--- src/rtl/multicycle_control_fsm.sv ---
// multicycle_control_fsm
// Moore-style control sequencer for a multicycle RISC-V datapath that shares
// one ALU and one unified memory port. It decodes the instruction opcode and
// drives the datapath enables, mux selects and the ALUOp code for the ALU
// decoder. Supports R-type, load, store and beq. Stalls on MemReady and
// traps on illegal opcodes or when a memory access waits too long.
//
// Ports:
//   clk        rising-edge clock
//   reset      synchronous active-high reset
//   OPCode     opcode field of the instruction register
//   Zero       ALU zero flag (used by beq)
//   MemReady   memory completed the current read/write this cycle
//   PCWrite    PC load enable
//   IRWrite    instruction register / OldPC load enable
//   AdrSrc     memory address select (0 = PC, 1 = ALUOut)
//   MemRead    memory read request
//   MemWrite   memory write request
//   RegWrite   register file write enable
//   ALUSrcA    ALU A select (00 = PC, 01 = OldPC, 10 = rs1)
//   ALUSrcB    ALU B select (00 = rs2, 01 = ImmExt, 10 = constant 4)
//   ALUOp      00 = add, 01 = subtract, 10 = funct-decoded
//   ResultSrc  00 = ALUOut, 01 = memory data, 10 = ALU result
//   Illegal    sticky trap flag
//   State      current state encoding (debug)
module multicycle_control_fsm #(
  parameter int MAX_WAIT = 16,
  parameter int WAIT_W   = 8
) (
  input  logic       clk,
  input  logic       reset,
  input  logic [6:0] OPCode,
  input  logic       Zero,
  input  logic       MemReady,
  output logic       PCWrite,
  output logic       IRWrite,
  output logic       AdrSrc,
  output logic       MemRead,
  output logic       MemWrite,
  output logic       RegWrite,
  output logic [1:0] ALUSrcA,
  output logic [1:0] ALUSrcB,
  output logic [1:0] ALUOp,
  output logic [1:0] ResultSrc,
  output logic       Illegal,
  output logic [3:0] State
);

  localparam logic [6:0] OP_RTYPE = 7'b0110011;
  localparam logic [6:0] OP_LOAD  = 7'b0000011;
  localparam logic [6:0] OP_STORE = 7'b0100011;
  localparam logic [6:0] OP_BEQ   = 7'b1100011;

  typedef enum logic [3:0] {
    FETCH    = 4'd0,
    DECODE   = 4'd1,
    MEMADR   = 4'd2,
    MEMREAD  = 4'd3,
    MEMWB    = 4'd4,
    MEMWRITE = 4'd5,
    EXECUTER = 4'd6,
    ALUWB    = 4'd7,
    BEQ      = 4'd8,
    TRAP     = 4'd9
  } state_t;

  // Registered per-state control word. The two qualifier flags mark the
  // states whose PC/IR writes depend on a live input (MemReady or Zero).
  typedef struct packed {
    logic       write_on_ready;
    logic       pc_on_zero;
    logic       adr_src;
    logic       mem_read;
    logic       mem_write;
    logic       reg_write;
    logic [1:0] alu_src_a;
    logic [1:0] alu_src_b;
    logic [1:0] alu_op;
    logic [1:0] result_src;
    logic       illegal;
  } ctrl_t;

  state_t            state;
  state_t            state_next;
  logic [WAIT_W-1:0] wait_cnt;
  ctrl_t             ctrl;
  logic              in_wait;
  logic              timed_out;

  // Only FETCH, MEMREAD and MEMWRITE wait on memory; the timeout is armed
  // when the counter reaches its last allowed value with memory still busy.
  assign in_wait   = (state == FETCH) || (state == MEMREAD) || (state == MEMWRITE);
  assign timed_out = (MAX_WAIT != 0) && !MemReady &&
                     (wait_cnt == WAIT_W'(MAX_WAIT - 1));

  function automatic state_t next_of(state_t s, logic [6:0] opc, logic ready,
                                     logic tmo);
    state_t n;
    case (s)
      FETCH:    n = ready ? DECODE : (tmo ? TRAP : FETCH);
      DECODE: begin
        if (opc == OP_LOAD || opc == OP_STORE) n = MEMADR;
        else if (opc == OP_RTYPE)              n = EXECUTER;
        else if (opc == OP_BEQ)                n = BEQ;
        else                                   n = TRAP;
      end
      MEMADR: begin
        if (opc == OP_LOAD)       n = MEMREAD;
        else if (opc == OP_STORE) n = MEMWRITE;
        else                      n = TRAP;
      end
      MEMREAD:  n = ready ? MEMWB : (tmo ? TRAP : MEMREAD);
      MEMWB:    n = FETCH;
      MEMWRITE: n = ready ? FETCH : (tmo ? TRAP : MEMWRITE);
      EXECUTER: n = ALUWB;
      ALUWB:    n = FETCH;
      BEQ:      n = FETCH;
      TRAP:     n = TRAP;
      default:  n = TRAP;
    endcase
    return n;
  endfunction

  function automatic ctrl_t decode(state_t s);
    ctrl_t c;
    c = '0;
    case (s)
      FETCH: begin
        c.write_on_ready = 1'b1;
        c.mem_read       = 1'b1;
        c.alu_src_b      = 2'b10;
        c.result_src     = 2'b10;
      end
      DECODE: begin
        c.alu_src_a = 2'b01;
        c.alu_src_b = 2'b01;
      end
      MEMADR: begin
        c.alu_src_a = 2'b10;
        c.alu_src_b = 2'b01;
      end
      MEMREAD: begin
        c.adr_src  = 1'b1;
        c.mem_read = 1'b1;
      end
      MEMWB: begin
        c.result_src = 2'b01;
        c.reg_write  = 1'b1;
      end
      MEMWRITE: begin
        c.adr_src   = 1'b1;
        c.mem_write = 1'b1;
      end
      EXECUTER: begin
        c.alu_src_a = 2'b10;
        c.alu_op    = 2'b10;
      end
      ALUWB:    c.reg_write = 1'b1;
      BEQ: begin
        c.pc_on_zero = 1'b1;
        c.alu_src_a  = 2'b10;
        c.alu_op     = 2'b01;
      end
      TRAP:     c.illegal = 1'b1;
      default:  c.illegal = 1'b1;
    endcase
    return c;
  endfunction

  assign state_next = next_of(state, OPCode, MemReady, timed_out);

  // State, wait counter and the control word decoded from the state being
  // entered, so every select comes straight from a flop. The counter runs
  // only while a memory state stays put waiting; any transition or a ready
  // cycle clears it, which also covers clearing on entry.
  always_ff @(posedge clk) begin
    if (reset) begin
      state    <= FETCH;
      wait_cnt <= '0;
      ctrl     <= decode(FETCH);
    end else begin
      state <= state_next;
      ctrl  <= decode(state_next);
      if (in_wait && !MemReady && (state_next == state))
        wait_cnt <= wait_cnt + 1'b1;
      else
        wait_cnt <= '0;
    end
  end

  // Enables are blanked while reset is held so an interrupted instruction
  // cannot write anything before the reset edge lands.
  assign IRWrite   = !reset && ctrl.write_on_ready && MemReady;
  assign PCWrite   = !reset && ((ctrl.write_on_ready && MemReady) ||
                                (ctrl.pc_on_zero && Zero));
  assign MemRead   = !reset && ctrl.mem_read;
  assign MemWrite  = !reset && ctrl.mem_write;
  assign RegWrite  = !reset && ctrl.reg_write;
  assign AdrSrc    = ctrl.adr_src;
  assign ALUSrcA   = ctrl.alu_src_a;
  assign ALUSrcB   = ctrl.alu_src_b;
  assign ALUOp     = ctrl.alu_op;
  assign ResultSrc = ctrl.result_src;
  assign Illegal   = ctrl.illegal;
  assign State     = state;

endmodule

--- config.mk ---
export PLATFORM = sky130hd
export DESIGN_NAME = multicycle_control_fsm
export DESIGN_NICKNAME = d
export VERILOG_FILES = /design/src/rtl/multicycle_control_fsm.sv
export SDC_FILE = /design/constraint.sdc
export NUM_CORES = 1
export LEC_CHECK = 0
export ABC_CLOCK_PERIOD_IN_PS = 5300
export CAP_MARGIN = 5
export CELL_PAD_IN_SITES_DETAIL_PLACEMENT = 0
export CELL_PAD_IN_SITES_GLOBAL_PLACEMENT = 1
export CORE_MARGIN = 2
export CORE_UTILIZATION = 41
export CTS_BUF_LIST = sky130_fd_sc_hd__clkbuf_8
export DETAILED_ROUTE_END_ITERATION = 10
export PLACE_DENSITY_LB_ADDON = 0.3
export SLEW_MARGIN = 5
export SYNTH_ARGS = -nofsm -noshare
export SYNTH_HDL_FRONTEND = slang
export SYNTH_SLANG_ARGS = --single-unit
--- constraint.sdc ---
create_clock -name clk -period 5.3 [get_ports clk]
set_input_delay 1.06 -clock clk [delete_from_list [all_inputs] [get_ports clk]]
set_output_delay 1.06 -clock clk [all_outputs]
set_load 0.05 [all_outputs]
Word level (Yosys, flattened, before mapping) --
Cells that the tools add are included.
Operators by class: add/sub/neg operators 1, equal/unequal tests 22, multiplexer cells 23, bitwise logic cells 1, reduce and logical (&&, ||, !) cells 27
Operators by type and width (count):
- 4-bit two-way mux | 10
- 4-bit by 3-bit == test with 1-bit output, second input constant | 8
- 4-bit one-hot mux with 7 select lines | 1
- 4-bit by 2-bit == test with 1-bit output, second input constant | 4
- 2-bit one-hot mux with 2 select lines | 4
- 7-bit by 6-bit == test with 1-bit output, second input constant | 2
- 1-bit logical AND | 11
- 2-bit OR reduction | 5
- 9-bit OR reduction | 1
- 8-bit by 1-bit adder with 8-bit output, second input constant | 1
- 4-bit by 1-bit == test with 1-bit output, second input constant | 2
- 4-bit == test, second input constant | 2
- 8-bit by 4-bit == test with 1-bit output, second input constant | 1
- 4-bit logical NOT | 2
- 1-bit two-way mux | 8
- 7-bit by 2-bit == test with 1-bit output, second input constant | 1
- 7-bit == test, second input constant | 1
- 3-bit OR reduction | 2
- 4-bit == test | 1
- 1-bit logical OR | 4
- 1-bit logical NOT | 2
- 1-bit inverter | 1
Storage, ports and cells: register bits 27, input port bits 11, output and inout port bits 19, word-level logic and storage cells 87

Logic depth before layout (Yosys ltp) --
Gate-level depths: netlist of the first run.
depth after elaboration 9, gate-level depth with buffers 8, depth with buffers taken out 8

Worst setup path before layout of the first run --
Ideal clock, no wire load.
kind input -> output, start point input reset, end point output PCWrite, data arrival time 2.236 ns, data required time 4.240 ns, slack 2.004 ns, stages on the path 4, path buffers 1, cells stage by stage clkbuf_1 inv_1 and3_1 a31o_2
Between the ends: word-level cells in the longest chain between the ends 2
RTL lines:
- start, declared | RTL line 31 | input logic reset,
- 1-bit logical NOT | RTL line 194 | assign PCWrite = !reset && ((ctrl.write_on_ready && MemReady) ||
- 1-bit logical AND | RTL line 194
- end, declared | RTL line 35 | output logic PCWrite,
Every way passes these cells.

Final worst setup path of the first run --
Same ends and word-level chain as after synthesis.

==> results of run 1 <==
## power breakdown
part / internal, mW / leakage (nW) / switching, mW
Sequential: 0.198 / 0.204 / 0.00774
Combinational: 0.0389 / 0.380 / 0.0653
Clock: 0.0525 / 0.0255 / 0.0575
## registers in the layout (all words and copies together), names as in the netlist
name       flops
ALUOp          1
ALUSrcA        2
ALUSrcB        2
AdrSrc         1
Illegal        1
ResultSrc      2
State          4
ctrl           4
wait_cnt       8
## Yosys cell counts, types with 4 or more instances
| cell type | n | area, um^2 |
|---|---|---|
| nor2b_1 | 4 | 25.0 |
| nand3_1 | 5 | 25.0 |
| dfxtp_1 | 25 | 500 |
| buf_4 | 8 | 60.1 |
| o21ai_0 | 5 | 25.0 |
| inv_1 | 6 | 22.5 |
| nand2_1 | 8 | 30.0 |
| and3_1 | 4 | 25.0 |
| nor3_1 | 5 | 25.0 |
| xor2_1 | 4 | 35.0 |
| nor2_1 | 15 | 56.3 |
## cells by family (layout without fill, tap and decap cells)
group | Yosys count | count (layout)
adder cells (fa/ha/maj) | 2 | 2
flip-flops | 25 | 25
AND/OR/NAND/NOR | 62 | 62
buffers and inverters | 19 | 39
AO/OA/AOI/OAI | 23 | 23
XOR/XNOR | 7 | 7
## placed cells by master (no fill, tap or decap), types with 2 or more instances in the layout
cell	count
nor3_1	5
clkbuf_8	3
and3_1	4
nand3_1	5
xnor2_1	3
clkdlybuf4s50_1	29
a211oi_1	3
and2_1	2
nand2b_1	3
nand2_1	8
or3_1	2
nor2_1	15
o21ai_0	5
xor2_1	4
dfxtp_1	25
or4_1	2
or2_2	2
nor3b_1	2
nor2b_1	4
o31ai_1	2
inv_1	6
## area by class of cell
cell class,count,area [um^2]
Inverter,6,22.5
Sequential cell,25,500
Multi-Input combinational cell,94,661
Timing Repair Buffer,29,290
Clock inverter,1,5.00
Tap cell,33,41.3
Clock buffer,3,41.3
Fill cell,297,1440
## stage by stage
stage,util [%],instances
2_1_floorplan,-,138
3_3_place_gp,50.5,187
3_5_place_dp,50.5,187
4_1_cts,52.0,191
5_1_grt,52.0,191
6_report,52.0,191
## worst register-to-register path: stages (launching register included)
cell and delay [ns]:
dfxtp_1 0.56, and2b_1 0.22, nand2_1 0.08, or4_1 0.59, and3b_1 0.26, a21oi_2 0.15
nor3b_2 0.18
## worst paths after layout
path	start	slack [ns]	cells after the start	endpoint
hold / removal	wait_cnt[0]$_SDFF_PP0_	0.45	1	wait_cnt[0]$_SDFF_PP0_
hold reg to reg	wait_cnt[0]$_SDFF_PP0_	0.45	1	wait_cnt[0]$_SDFF_PP0_
setup / recovery	reset	1.20	5	PCWrite
setup reg to reg	State[0]$_SDFF_PP0_	3.20	6	ALUSrcB[0]$_SDFF_PP0_
## routing by layer
metal | vias up | share of wire, %
met5 | - | 0
met4 | 0 | 2.6
met3 | 4 | 4.0
met2 | 27 | 46
met1 | 467 | 47
li1 | 518 | -
==> results.json, run 1 <==
{
  "status": "completed",
  "rows": 20,
  "grt_start_max_net_pins": 15,
  "fin_crit_sh_pct": 77.3,
  "vias": 1016,
  "power_density_mw_per_mm2": 269,
  "hpwlAfterDp_mm": 1.83,
  "startpoint_type": "primary input",
  "layout.nets": 171,
  "ant_nets": 0,
  "worst_pin_slew_ns": 0.499,
  "rsz0062_at_grt": "no",
  "leakage_nw": 0.609,
  "crit_buf_inv": 3,
  "slew_violations": 0,
  "gp_congestion": 0.758,
  "synth_fa_ha_area_share_pct": 1.78,
  "yosys_warnings": 0,
  "synthArstFlopShare_pct": 0,
  "numCtsBuffers": 3,
  "synthCells": 138,
  "cp-end-kind": "output pin",
  "fin_hold_ws_ns": 0.453,
  "slew_headroom_pct": 66.6,
  "areaGrowthSynthToFinish_pct": 23.3,
  "syn_avg_cell_area_um2": 9.18,
  "antenna_found_initial": 0,
  "die_height_um": 59.6,
  "layout_setup_ws_ns": 1.20,
  "seq_area_frac_synth_pct": 39.5,
  "viasPerCell": 5.32,
  "max_stage_delay_ns": 0.69,
  "stdcell_area_mm2": 0.00156,
  "tns_ns": 0,
  "post_cts_buffers": 0,
  "critPathTopFamily": "buffers and inverters",
  "drtIter0Drc": 16,
  "arrival_ns": 3.04,
  "io_buffers": 29,
  "syn_area_mm2": 0.00127,
  "synth_cell_type_count": 45,
  "clock-sinks": 25,
  "grt_pass1_vias": 902,
  "cts_tree": "done",
  "coreArea_mm2": 0.00300,
  "ys.flop_type": "dfxtp_1",
  "synth_edf_count": 0,
  "holdBufCountCts": 0,
  "synthMuxAreaShare_pct": 0,
  "drive_gt1_share_pct": 11.4,
  "synthXorXnorAreaFrac_pct": 4.84,
  "min_path_type": "reg2reg",
  "max_cap_violations": 0,
  "total_power_uw": 420,
  "syn-num-nets": 150,
  "crit_chain": "clkdlybuf4s50_1, inv_1, and3_1, a31o_2, clkdlybuf4s50_1",
  "period_needed_ns": 4.10,
  "vdd_drop_max_mv": 0.112,
  "cts_resized": 0,
  "grt_pass1_wl_mm": 3.87,
  "setup_viol": 0,
  "drcViolationCount": 0,
  "clk_pin_slew_ns": 0.08,
  "crit_fanout": 11,
  "pre_cts_ws_ns": 1.19,
  "hold_viol": 0,
  "required_ns": 4.24,
  "dieArea_mm2": 0.00355,
  "synth_top_family_by_area": "simple AND/OR/NAND/NOR gates",
  "root_buffer": "clkbuf_8",
  "ys_ff_latch": 25,
  "cp_common_cell": "clkdlybuf4s50_1",
  "h-tree-depth": 1,
  "dpl_cell_area_mm2": 0.00152,
  "drt-total-wl_mm": 2.40,
  "synth_compound_area_share_pct": 17.8,
  "ios": 30,
  "grt_overflow": 0,
  "initial_core_util_pct": 42.2,
  "met3_usage_pct": 1.97,
  "clk_latency_ns": 0.27,
  "max_freq_mhz": 244,
  "path_class": "in2out",
  "grt-busiest-layer": "met2",
  "grtUsageMet2_pct": 24.6,
  "firstDrtPassIters": 4,
  "clockBufferDepth": 2,
  "cpMaxStageDelayCell": "clkdlybuf4s50_1",
  "clock_skew_ns": 0.00456,
  "routedWlPerCell_um": 12.6,
  "diodes": 0,
  "use_met1_pct": 18.4,
  "synth_simple_gate_area_share_pct": 27.8,
  "fp.dieW_um": 59.6,
  "grt_usage_pct": 15.0
}
Note: power is estimated with default switching activity, not from simulation.
==> run 2: changes to the inputs <==
--- a/config.mk
+++ b/config.mk
@@ -5,12 +5,12 @@
 export SDC_FILE = /design/constraint.sdc
 export NUM_CORES = 1
 export LEC_CHECK = 0
-export ABC_CLOCK_PERIOD_IN_PS = 5300
+export ABC_CLOCK_PERIOD_IN_PS = 4300
 export CAP_MARGIN = 5
 export CELL_PAD_IN_SITES_DETAIL_PLACEMENT = 0
 export CELL_PAD_IN_SITES_GLOBAL_PLACEMENT = 1
 export CORE_MARGIN = 2
-export CORE_UTILIZATION = 41
+export CORE_UTILIZATION = 38
 export CTS_BUF_LIST = sky130_fd_sc_hd__clkbuf_8
 export DETAILED_ROUTE_END_ITERATION = 10
 export PLACE_DENSITY_LB_ADDON = 0.3
==> constraint.sdc (replaced) <==
create_clock -name clk -period 4.3 [get_ports clk]
set_input_delay 0.86 -clock clk [delete_from_list [all_inputs] [get_ports clk]]
set_output_delay 0.86 -clock clk [all_outputs]
set_load 0.05 [all_outputs]
==> run 2 against run 1 <==
Net effect: worst hold slack worse by 0.013 ns; sequential power is 23% higher; design area is 1.5% higher; register-to-register slack worse by 1.0 ns.
==> results.json, run 2 (synthesized netlist as in run 1, its figures left out) <==
{
  "fin_crit_sh_pct": 79.0,
  "vdd_drop_max_mv": 0.106,
  "min_path_type": "reg2reg",
  "numCtsBuffers": 3,
  "p_seq_share_pct": 48.8,
  "max_stage_delay_ns": 0.69,
  "p_int_uw": 357,
  "stdcell_count": 203,
  "placedCellCount": 199,
  "largest_register_ffs": 8,
  "combPwrFrac_pct": 24.9,
  "cts_tree": "done",
  "power_density_mw_per_mm2": 327,
  "grt_pass1_wl_mm": 3.84,
  "holdBufCountCts": 0,
  "cp_common_cell": "clkdlybuf4s50_1",
  "diodes": 0,
  "clock-sinks": 25,
  "fin_hold_ws_ns": 0.440,
  "rsz0062_at_grt": "no",
  "antenna_found_initial": 0,
  "dieArea_mm2": 0.00381,
  "clockPowerShare_pct": 26.4,
  "regMostFlops": "wait_cnt",
  "final_cell_mix": "clkdlybuf4s50_1 (29), dfxtp_1 (25), nor2_1 (15)",
  "tns_ns": 0,
  "drive_gt1_share_pct": 11.9,
  "startpoint_type": "primary input",
  "ant_nets": 0,
  "vias": 1021,
  "rows": 20,
  "crit_chain": "clkdlybuf4s50_1, inv_1, and3_1, a31o_2, clkdlybuf4s50_1",
  "post_cts_buffers": 0,
  "initial_core_util_pct": 40.8,
  "clk_pin_slew_ns": 0.08,
  "max_freq_mhz": 294,
  "mostFrequentLayoutCell": "clkdlybuf4s50_1",
  "p_sw_uw": 161,
  "fp.dieW_um": 61.7,
  "gp_congestion": 0.691,
  "layout_setup_ws_ns": 0.904,
  "layout.nets": 172,
  "setup_viol": 0,
  "drcViolationCount": 0,
  "die_height_um": 61.7,
  "post-route-util_pct": 51.1,
  "io_buffers": 29,
  "firstDrtPassIters": 4,
  "clock_skew_ns": 0.00499,
  "required_ns": 3.44,
  "arrival_ns": 2.54,
  "cp-end-kind": "output pin",
  "grt_start_max_net_pins": 16,
  "hpwlAfterDp_mm": 1.91,
  "seq_area_um2": 500,
  "drt-total-wl_mm": 2.34,
  "grt_pass1_vias": 898,
  "clk_latency_ns": 0.26,
  "drtIter0Drc": 21,
  "hold_depth": 1,
  "rr_worst_depth": 6,
  "grt_overflow": 0,
  "root_buffer": "clkbuf_8",
  "hold_viol": 0,
  "grt_usage_pct": 13.6,
  "viasPerCell": 5.03,
  "h-tree-depth": 1,
  "leakage_nw": 0.610,
  "path_class": "in2out",
  "worst_pin_slew_ns": 0.502,
  "crit_fanout": 6,
  "max_cap_violations": 0,
  "period_needed_ns": 3.40,
  "multi_input_area_um2": 661,
  "cpMaxStageDelayCell": "clkdlybuf4s50_1",
  "status": "completed",
  "cts_resized": 0,
  "routedWlPerCell_um": 11.5,
  "areaGrowthSynthToFinish_pct": 25.2,
  "clockBufferDepth": 2,
  "ios": 30,
  "pre_cts_ws_ns": 0.906,
  "slew_violations": 0,
  "p_sw_share_pct": 31.1,
  "n_fill_cell": 322,
  "coreArea_mm2": 0.00310,
  "slew_headroom_pct": 66.4
}
-- run 2: cell types whose count changed in the layout (fill, tap and decap cells not counted) --
cell / change
clkinv_2: -1
buf_4: +1
clkinvlp_4: +1
-- run 2: layer usage --
layer	GRT usage [%]	wire [um]
met1	17.3	1150
met2	22.3	1070
met3	1.86	92
met4	7.29	27
met5	0	0
-- run 2: through the flow --
step	instance area (um^2)	power (mW)
floorplan	1270	0.353
global placement	1540	0.386
detailed placement	1540	0.389
CTS	1590	0.525
global route	1590	0.546
finish	1590	0.519
-- run 2: layout make-up --
cell class | count | area share [%]
sequential | 25 | 31.6
inverter | 6 | 1.42
timing repair buffer | 30 | 18.8
tap | 44 | 3.47
clock inverter | 1 | 0.474
clock buffer | 3 | 2.60
multi-input combinational | 94 | 41.7
-- run 2: final timing paths --
path                          start                     end  slack [ns]
min reg2reg  wait_cnt[0]$_SDFF_PP0_  wait_cnt[0]$_SDFF_PP0_        0.44
max                           reset                 PCWrite        0.90
min          wait_cnt[0]$_SDFF_PP0_  wait_cnt[0]$_SDFF_PP0_        0.44
max reg2reg     State[0]$_SDFF_PP0_   ALUSrcB[0]$_SDFF_PP0_        2.19
-- run 2: power groups by stage --
stage	clock (mW)	combinational [mW]	sequential (mW)
after floorplan	0	0.0894	0.264
after global placement	0	0.129	0.258
after detailed placement	0	0.130	0.259
after CTS	0.141	0.130	0.253
after global routing	0.153	0.138	0.255
final	0.137	0.129	0.253
-- run 2: critical path, delay by kind of cell --
family	cells	cell delay, ns
compound gates	1	0.21
buf+inv	3	1.27
simple gates	1	0.19
